File: config.mk
export PLATFORM = sky130hd
export DESIGN_NAME = mr_control_unit
export DESIGN_NICKNAME = d
export VERILOG_FILES = /design/src/rtl/mr_control_unit.sv
export SDC_FILE = /design/constraint.sdc
export NUM_CORES = 1
export LEC_CHECK = 0
export BUFFER_PORTS_ARGS = -buffer_cell sky130_fd_sc_hd__buf_2
export CAP_MARGIN = 20
export CELL_PAD_IN_SITES_DETAIL_PLACEMENT = 0
export CELL_PAD_IN_SITES_GLOBAL_PLACEMENT = 2
export CORE_MARGIN = 1.5
export CORE_UTILIZATION = 15
export CTS_CLUSTER_SIZE = 8
export DETAILED_ROUTE_END_ITERATION = 8
export PLACE_DENSITY = 0.74
export SYNTH_ARGS = -nofsm -noshare
export SYNTH_HDL_FRONTEND = slang
export SYNTH_SLANG_ARGS = --single-unit
File: constraint.sdc
create_clock -name clk -period 1.85 [get_ports clk]
set_input_delay 0.4625 -clock clk [delete_from_list [all_inputs] [get_ports clk]]
set_output_delay 0.4625 -clock clk [all_outputs]
set_load 0.03 [all_outputs]
File: src/rtl/mr_control_unit.sv
// Máquina Rudimentaria control unit: fetch/decode/execute FSM that decodes the
// instruction register and drives all datapath strobes combinationally from state.
module mr_control_unit #(
    parameter int DW = 16,
    parameter int AW = 3
) (
    input  logic          clk,
    input  logic          rst,
    input  logic [DW-1:0] ir,
    input  logic          z,
    input  logic          n,
    output logic          ld_ir,
    output logic          ld_pc,
    output logic          sel_pc,
    output logic          sel_addr,
    output logic          mem_we,
    output logic          ld_ra,
    output logic          regb_ld,
    output logic [AW-1:0] regb_addr_R,
    output logic [AW-1:0] regb_addr_W,
    output logic          sel_regb_in,
    output logic          sel_b,
    output logic [2:0]    alu_op,
    output logic          ld_flags,
    output logic          done
);

    typedef enum logic [2:0] {
        S_FETCH  = 3'd0,
        S_DECODE = 3'd1,
        S_LOAD   = 3'd2,
        S_STORE  = 3'd3,
        S_ALU    = 3'd4
    } state_t;

    state_t r_state;
    state_t w_next;
    logic   w_taken;
    logic   w_rsv_op;
    logic   w_rd_nz;

    always_ff @(posedge clk) begin
        if (rst) r_state <= S_FETCH;
        else     r_state <= w_next;
    end

    // Condition codes 100 is reserved and never taken.
    always_comb begin
        w_taken = 1'b0;
        case (ir[13:11])
            3'b000:  w_taken = 1'b1;
            3'b001:  w_taken = z;
            3'b010:  w_taken = n;
            3'b011:  w_taken = n | z;
            3'b101:  w_taken = ~z;
            3'b110:  w_taken = ~n;
            3'b111:  w_taken = ~(n | z);
            default: w_taken = 1'b0;
        endcase
    end

    assign w_rsv_op = (ir[2:1] == 2'b01);
    assign w_rd_nz  = (ir[13:11] != 3'b000);

    always_comb begin
        w_next      = S_FETCH;
        ld_ir       = 1'b0;
        ld_pc       = 1'b0;
        sel_pc      = 1'b0;
        sel_addr    = 1'b0;
        mem_we      = 1'b0;
        ld_ra       = 1'b0;
        regb_ld     = 1'b0;
        regb_addr_R = '0;
        regb_addr_W = '0;
        sel_regb_in = 1'b0;
        sel_b       = 1'b0;
        alu_op      = 3'b000;
        ld_flags    = 1'b0;
        done        = 1'b0;
        // Reset blanks every strobe so an aborted instruction cannot write state.
        if (!rst) begin
            case (r_state)
                S_FETCH: begin
                    ld_ir  = 1'b1;
                    ld_pc  = 1'b1;
                    w_next = S_DECODE;
                end
                S_DECODE: begin
                    regb_addr_R = ir[10:8];
                    ld_ra       = 1'b1;
                    case (ir[15:14])
                        2'b00:   w_next = S_LOAD;
                        2'b01:   w_next = S_STORE;
                        2'b11:   w_next = S_ALU;
                        default: begin
                            ld_pc  = w_taken;
                            sel_pc = w_taken;
                            done   = 1'b1;
                            w_next = S_FETCH;
                        end
                    endcase
                end
                S_LOAD: begin
                    sel_addr    = 1'b1;
                    regb_addr_W = ir[13:11];
                    regb_ld     = w_rd_nz;
                    ld_flags    = 1'b1;
                    done        = 1'b1;
                end
                S_STORE: begin
                    sel_addr    = 1'b1;
                    regb_addr_R = ir[13:11];
                    mem_we      = 1'b1;
                    done        = 1'b1;
                end
                S_ALU: begin
                    regb_addr_R = ir[7:5];
                    sel_b       = ~ir[2];
                    alu_op      = ir[2:0];
                    sel_regb_in = 1'b1;
                    regb_addr_W = ir[13:11];
                    regb_ld     = w_rd_nz & ~w_rsv_op;
                    ld_flags    = ~w_rsv_op;
                    done        = 1'b1;
                end
                default: w_next = S_FETCH;
            endcase
        end
    end

endmodule

Word level (Yosys, flattened, before mapping) --
Index checks and enable logic that the tools add are counted.
Storage, ports and cells: register bits after elaboration 3, word-level logic and storage cells 62
Cells by class: equal/unequal tests 13, mux-type cells 33, bitwise gates (word level) 7, reduce and logical (&&, ||, !) cells 8
Operators with widths (count):
- 1-bit 2-to-1 mux | 20
- 3-bit one-hot mux with 3 select lines | 2
- 3-bit 2-to-1 mux | 5
- 3-bit by 2-bit == test with 1-bit output, second input constant | 4
- 3-bit == test, second input constant | 4
- 1-bit one-hot mux with 2 select lines | 4
- 1-bit one-hot mux with 7 select lines | 1
- 3-bit by 1-bit == test with 1-bit output, second input constant | 2
- 3-bit zero test | 2
- 3-bit one-hot mux with 2 select lines | 1
- 3-bit OR reduction | 2
- 1-bit NOT | 5
- 2-bit by 1-bit == test with 1-bit output, second input constant | 2
- 2-bit OR reduction | 2
- 3-bit nonzero test | 1
- 2-bit == test, second input constant | 1
- 2-bit zero test | 1
- 1-bit AND | 1
- 1-bit bitwise OR | 1

Logic depth before layout (Yosys ltp) --
Gate-level depths: netlist (run 1).
depth after elaboration 6, gate-level depth with buffers 4, depth with buffers taken out 3

Least setup slack after synthesis (run 1) --
Ideal clock, no wire load.
path kind input -> output, start point input rst, end point output ld_pc, arrival 2130 ps, setup slack -742 ps, cell stages on the path 4, cells stage by stage buf_2 nor4b_4 nand3b_2 o31ai_1
On the way: longest elaborated chain between the ends 1
Ends and longest elaborated chain:
- start, declared | line 8 | input logic rst,
- 1-bit 2-to-1 mux | line 82 | if (!rst) begin
- end, declared | line 13 | output logic ld_pc,
Every way passes these cells.

Worst setup path in the final report (run 1) --
start point input z, end point output ld_pc
On the way: longest elaborated chain between the ends 6, elaborated cells between the ends (all ways) 7, those cells by class mux: 4; bitwise: 3
Ends and longest elaborated chain:
- start, declared | line 10 | input logic z,
- 1-bit bitwise OR | line 54, 57
- 1-bit NOT | line 57 | 3'b111: w_taken = ~(n | z);
- 1-bit one-hot mux with 7 select lines (*) | line 50 | case (ir[13:11])
- 1-bit 2-to-1 mux (*) | line 92 | case (ir[15:14])
- 1-bit one-hot mux with 2 select lines (*) | line 83 | case (r_state)
- 1-bit 2-to-1 mux (*) | line 82
Every way passes the cells marked *; elsewhere a longest branch is shown, timed or not.

==> results of run 1 <==
==> power by group through the flow <==
stage                     Combinational [mW]  Clock [mW]  Sequential (mW)
after global placement                 0.168           0           0.0819
after floorplan                        0.118           0           0.0728
after CTS                              0.183       0.119           0.0805
after global routing                   0.199       0.125           0.0816
after detailed placement               0.169           0           0.0823
final                                  0.184       0.113           0.0805
==> synthesized netlist by cell type <==
cell	count
buf_2	2
buf_6	1
nor4b_2	1
o21a_1	2
a22o_1	1
nor4b_4	1
nor2b_1	4
and2_1	7
nand2b_1	1
nor3_1	4
and3_1	1
a32oi_1	1
o31ai_1	1
nor3b_1	2
mux2_2	3
dfxtp_1	3
inv_1	2
nor2_1	6
and2b_1	1
nand3b_2	1
a22oi_1	2
nor4_1	2
nand2_1	1
a21oi_1	1
a21o_1	1
==> worst paths after layout <==
kind         depth (start not counted)    endpoint       start
max                                  5       ld_pc           z
min                                  2  r_state[0]      ir[14]
max reg2reg                          4  r_state[0]  r_state[2]
min reg2reg                          3  r_state[0]  r_state[0]
==> cell type report <==
cell class              count  area (um2)  area share
repair buffers             46         318       0.367
well taps                  30        37.5      0.0434
inverters                   2        7.51     0.00867
multi-input cells          44         408       0.471
flip-flops and latches      3        68.8      0.0795
clock buffers               4        26.3      0.0303
==> logic make-up (layout without fill, tap and decap cells) <==
family / Yosys count / count (layout) / synth area share
AOI/OAI and AO/OA: 9 / 9 / 0.168
and+or+nand+nor: 32 / 32 / 0.528
buffers and inverters: 5 / 52 / 0.0714
DFF: 3 / 3 / 0.149
muxes: 3 / 3 / 0.0838
==> worst reg2reg max path, stage by stage (launching register included) <==
cell and delay [ps]:
dfxtp_4 370, nor4b_4 340, buf_4 180, and2b_1 130, a21o_1 110
==> placed cells by master (no fill, tap or decap) <==
cell and count:
a21o_1 1, a21oi_1 1, a22o_1 1, a22oi_1 1, a22oi_2 1, a32oi_1 1, and2_1 4, and2_4 3
and2b_1 1, and3_1 1, buf_2 23, buf_4 14, buf_6 8, clkbuf_1 1, clkbuf_4 4, dfxtp_2 1
dfxtp_4 2, inv_1 2, mux2_2 3, nand2_1 1, nand2b_1 1, nand3b_4 1, nor2_1 6, nor2b_2 3
nor2b_4 1, nor3_1 3, nor3_4 1, nor3b_2 2, nor4_2 2, nor4b_4 2, o21a_1 1, o21a_2 1
o31ai_4 1
==> per-layer routing <==
metal	track usage	vias to the layer above	wire length [um]
met2	0.190	20	770
met1	0.0976	247	520
met5	0	-	0
met4	0.0500	0	0
met3	0.0137	0	98
li1	-	284	-
==> per-stage QoR <==
step / area (um2) / setup TNS [ps] / util
after floorplan: 493 / -1240 / -
after global placement: 747 / -159 / 0.299
after detailed placement: 747 / -184 / 0.299
after CTS: 832 / -97.1 / 0.333
after global routing: 866 / -544 / 0.346
final: 866 / -44.2 / 0.346
==> what timing repair did <==
action,in CTS,in global routing
resized for setup,22,14
hold buffers,0,0
setup endpoints to repair,19,15
pin swaps,2,5
==> impl_metrics.json, run 1 <==
{
  "rsz0062_at_grt": "true",
  "clkPwrFrac": 0.299,
  "yosys.area.top_type": "dfxtp_1",
  "post-cts-setup-buffers": 0,
  "period_share": 1.02,
  "drt_iter0_drc": 7,
  "ir_drop_mv": 0.279,
  "synth.area.top_cells": "dfxtp_1 15%, and2_1 11%, mux2_2 8.4%",
  "worst_pin_slew_ps": 370,
  "cpMaxStageDelayCell": "o31ai_4",
  "dpl.cell_count": 125,
  "fp-row-count": 18,
  "top_regs": "r_state: 3 flops",
  "slew_headroom": 0.752,
  "diodes": 0,
  "coreArea_mm2": 0.00250,
  "area_delta_synth_final_pct": 115,
  "synth.cell_area_um2": 403,
  "pwr-share-seq": 0.213,
  "start_util": 0.161,
  "clk_latency_ps": 230,
  "arrival_ps": 1430,
  "setup_viol": 1,
  "postRouteAntennaNets": 0,
  "end_kind": "output port",
  "finalNonFillerCells": 129,
  "overflow": 0,
  "grtUsageTotal": 0.0976,
  "hpwlAfterDp_um": 1170,
  "drt_wl_total_um": 1390,
  "critPathBufInv": 2,
  "hp-class": "input port to flop",
  "critPathKind": "input port to output port",
  "slew_viol_final": 0,
  "hold_viol_final": 0,
  "ioPinCount": 40,
  "synth_top_area_frac": 0.149,
  "required_ps": 1390,
  "cts_made_buffers": 3,
  "crit_fanout": 2,
  "nFillCells": 283,
  "slowest_delay_ps": 250,
  "fmax_mhz": 528,
  "timing.hold.ws_ps": 464,
  "intPower_mw": 0.238,
  "grt_pass1_wl_um": 2100,
  "maxCapViolCount": 0,
  "viasPerCell": 4.27,
  "status": "finished, violations left",
  "cts_max_path_buffers": 2,
  "grt_max_degree": 11,
  "combPwrFrac": 0.488,
  "cp-start-kind": "input port",
  "timing.critical_path.cells": "buf_2, a22o_1, o21a_2, o31ai_4, buf_6",
  "dr_total_vias": 551,
  "drc": 0,
  "setup_slack_ps": -44.2,
  "wl_per_cell_um": 10.8,
  "skew_ps": 4.23,
  "synth_nets": 72,
  "synth_warnings": 0,
  "ys_ff_latch": 3,
  "io_buffer_count": 37,
  "post-place-ws_ps": -117,
  "grt_pass1_vias": 549,
  "cts_tree": "yes",
  "cts_max_level": 1,
  "die_h_um": 54.8,
  "period_needed_ps": 1890,
  "die_width_um": 54.8,
  "largest_reg_flops": 3,
  "power_leakage_nw": 0.431,
  "synth_seq_area_share": 0.149,
  "switchingPower_mw": 0.139,
  "finalPower_mw": 0.377,
  "antenna_found_initial": 0,
  "p_sw_frac": 0.369,
  "fp.dieArea_mm2": 0.00301,
  "regMostFlops": "r_state",
  "place.gp.congestion": 0.767,
  "crit_family": "compound AO/OA/AOI/OAI gates",
  "drive_gt1_frac": 0.737,
  "synthCells": 52,
  "violations": "setup timing",
  "r2r_slack_ps": 670,
  "clk_pin_slew_ps": 40,
  "root_buffer": "clkbuf_4",
  "p_per_area_mw_per_mm2": 436,
  "first_pass_iters": 3,
  "final_nets": 120,
  "synth_cell_type_count": 25,
  "synth_area_per_cell_um2": 7.75,
  "cts.sinks": 3
}
(Power assumes the default switching activity.)
==> run 2, diff against run 1 <==
- CORE_ASPECT_RATIO: unset -> 1.25
- CORE_UTILIZATION: 15 -> 17
- PLACE_DENSITY: 0.74 -> 0.82
- clock period: 1.85 -> 2.19 ns (I/O delays scaled with it)
==> run 2 against run 1 <==
The flow now finishes without violations. Utilization is 0.91 points lower. Critical path type unchanged. Clock skew is 3.7 ps lower. Sequential share of layout area is 0.44 points higher. Critical endpoint is now sel_pc. Clock-buffer cell count stayed put. Largest cell class unchanged. Non-clock buffer count is 2 lower. Highest routed layer unchanged.
==> impl_metrics.json, run 2 (synthesized netlist as in run 1, its figures left out) <==
{
  "cts_made_buffers": 3,
  "grt_pass1_wl_um": 2000,
  "drt_wl_total_um": 1270,
  "final_common_cell": "buf_2",
  "cpMaxStageDelayCell": "nor4b_4",
  "grt_max_degree": 11,
  "drc": 0,
  "rsz0062_at_grt": "false",
  "period_share": 0.972,
  "crit_top_cell": "buf_2",
  "slew_viol_final": 0,
  "root_buffer": "clkbuf_4",
  "die_width_um": 46.5,
  "maxCapViolCount": 0,
  "clk_latency_ps": 230,
  "power_leakage_nw": 0.403,
  "die_h_um": 57.4,
  "hp-class": "input port to flop",
  "cp-start-kind": "input port",
  "fp.dieArea_mm2": 0.00267,
  "drive_gt1_frac": 0.619,
  "final_nets": 118,
  "ctsHoldBuffers": 0,
  "status": "finished, final reports clean",
  "viasPerCell": 4.24,
  "arrival_ps": 1580,
  "top_regs": "r_state: 3 flops",
  "diodes": 0,
  "drt_iter0_drc": 5,
  "timing.critical_path.cells": "buf_2, nor4b_4, nand3b_4, buf_4, nor3_4, buf_2",
  "grt_pass1_vias": 519,
  "setup_slack_ps": 62.0,
  "final_cell_mix": "36 x buf_2, 8 x buf_4, 7 x and2_1",
  "postRouteAntennaNets": 0,
  "antenna_found_initial": 0,
  "hold_viol_final": 0,
  "first_pass_iters": 2,
  "ioPinCount": 40,
  "dpl.cell_count": 123,
  "skew_ps": 0.490,
  "slew_headroom": 0.789,
  "wl_per_cell_um": 9.95,
  "required_ps": 1640,
  "largest_reg_flops": 3,
  "io_buffer_count": 37,
  "cts_max_path_buffers": 2,
  "end_kind": "output port",
  "overflow": 0,
  "coreArea_mm2": 0.00221,
  "ir_drop_mv": 0.228,
  "slowest_delay_ps": 330,
  "period_needed_ps": 2130,
  "p_per_area_mw_per_mm2": 407,
  "cts_tree": "yes",
  "fp-row-count": 19,
  "setup_viol": 0,
  "cts_max_level": 1,
  "start_util": 0.182,
  "fmax_mhz": 470,
  "post-place-ws_ps": 38.3,
  "cts.sinks": 3,
  "hpwlAfterDp_um": 1080,
  "clk_pin_slew_ps": 40,
  "worst_pin_slew_ps": 315,
  "crit_fanout": 2,
  "finalNonFillerCells": 128,
  "dr_total_vias": 543,
  "grtUsageTotal": 0.0993,
  "regMostFlops": "r_state",
  "critPathKind": "input port to output port",
  "place.gp.congestion": 0.758,
  "area_delta_synth_final_pct": 85.1
}
[run 2: cell types whose count changed in the layout (fill, tap and decap cells not counted), sizes merged]
cell	delta
clkbuf	-1
buf	-1
[run 2: stage by stage]
step | instance area (um2) | hold slack (ps) | utilization | TNS [ps] | total power, mW
detailed placement | 707 | 784 | 0.320 | 0 | 0.206
floorplan | 474 | 658 | - | -462 | 0.160
global placement | 707 | 775 | 0.320 | 0 | 0.204
global route | 746 | 545 | 0.337 | 0 | 0.325
CTS | 741 | 544 | 0.335 | 0 | 0.310
finish | 746 | 550 | 0.337 | 0 | 0.303
[run 2: worst paths after layout]
path | start | depth (start not counted) | end | slack, ps
setup / recovery | rst | 6 | sel_pc | 60
hold / removal | ir[14] | 2 | r_state[0] | 550
setup reg to reg | r_state[2] | 5 | r_state[0] | 910
hold reg to reg | r_state[2] | 3 | r_state[0] | 820
[run 2: metal layers]
| layer | GRT usage | share of wire | up-vias |
|---|---|---|---|
| met5 | 0 | 0 | - |
| met4 | 0.0490 | 0 | 0 |
| met3 | 0.00949 | 0.049 | 0 |
| met2 | 0.175 | 0.55 | 16 |
| met1 | 0.113 | 0.40 | 252 |
| li1 | - | - | 275 |
[run 2: final cells by class]
type / count / area, um2
fillers: 263 / 1470
clock buffers: 4 / 26.3
well taps: 31 / 38.8
multi-input cells: 44 / 370
inverters: 2 / 7.51
flip-flops and latches: 3 / 62.6
repair buffers: 44 / 240
[run 2: timing repair]
action	4_1_cts	5_1_grt
cloned	0	0
setup endpoints to repair	1	9
gates resized for setup	0	4
pin swaps	1	1
setup buffers	1	0
[run 2: critical path: cells and delay by family]
| family | cells | cell delay [ps] |
|---|---|---|
| and+or+nand+nor | 3 | 540 |
| buffers and inverters | 3 | 490 |
[run 2: report_power, final]
part,internal (mW),switching [mW],leakage (nW)
Combinational,0.0627,0.0772,0.362
Clock,0.0682,0.0275,0.0150
Sequential,0.0593,0.00852,0.0256
Total,0.190,0.113,0.403
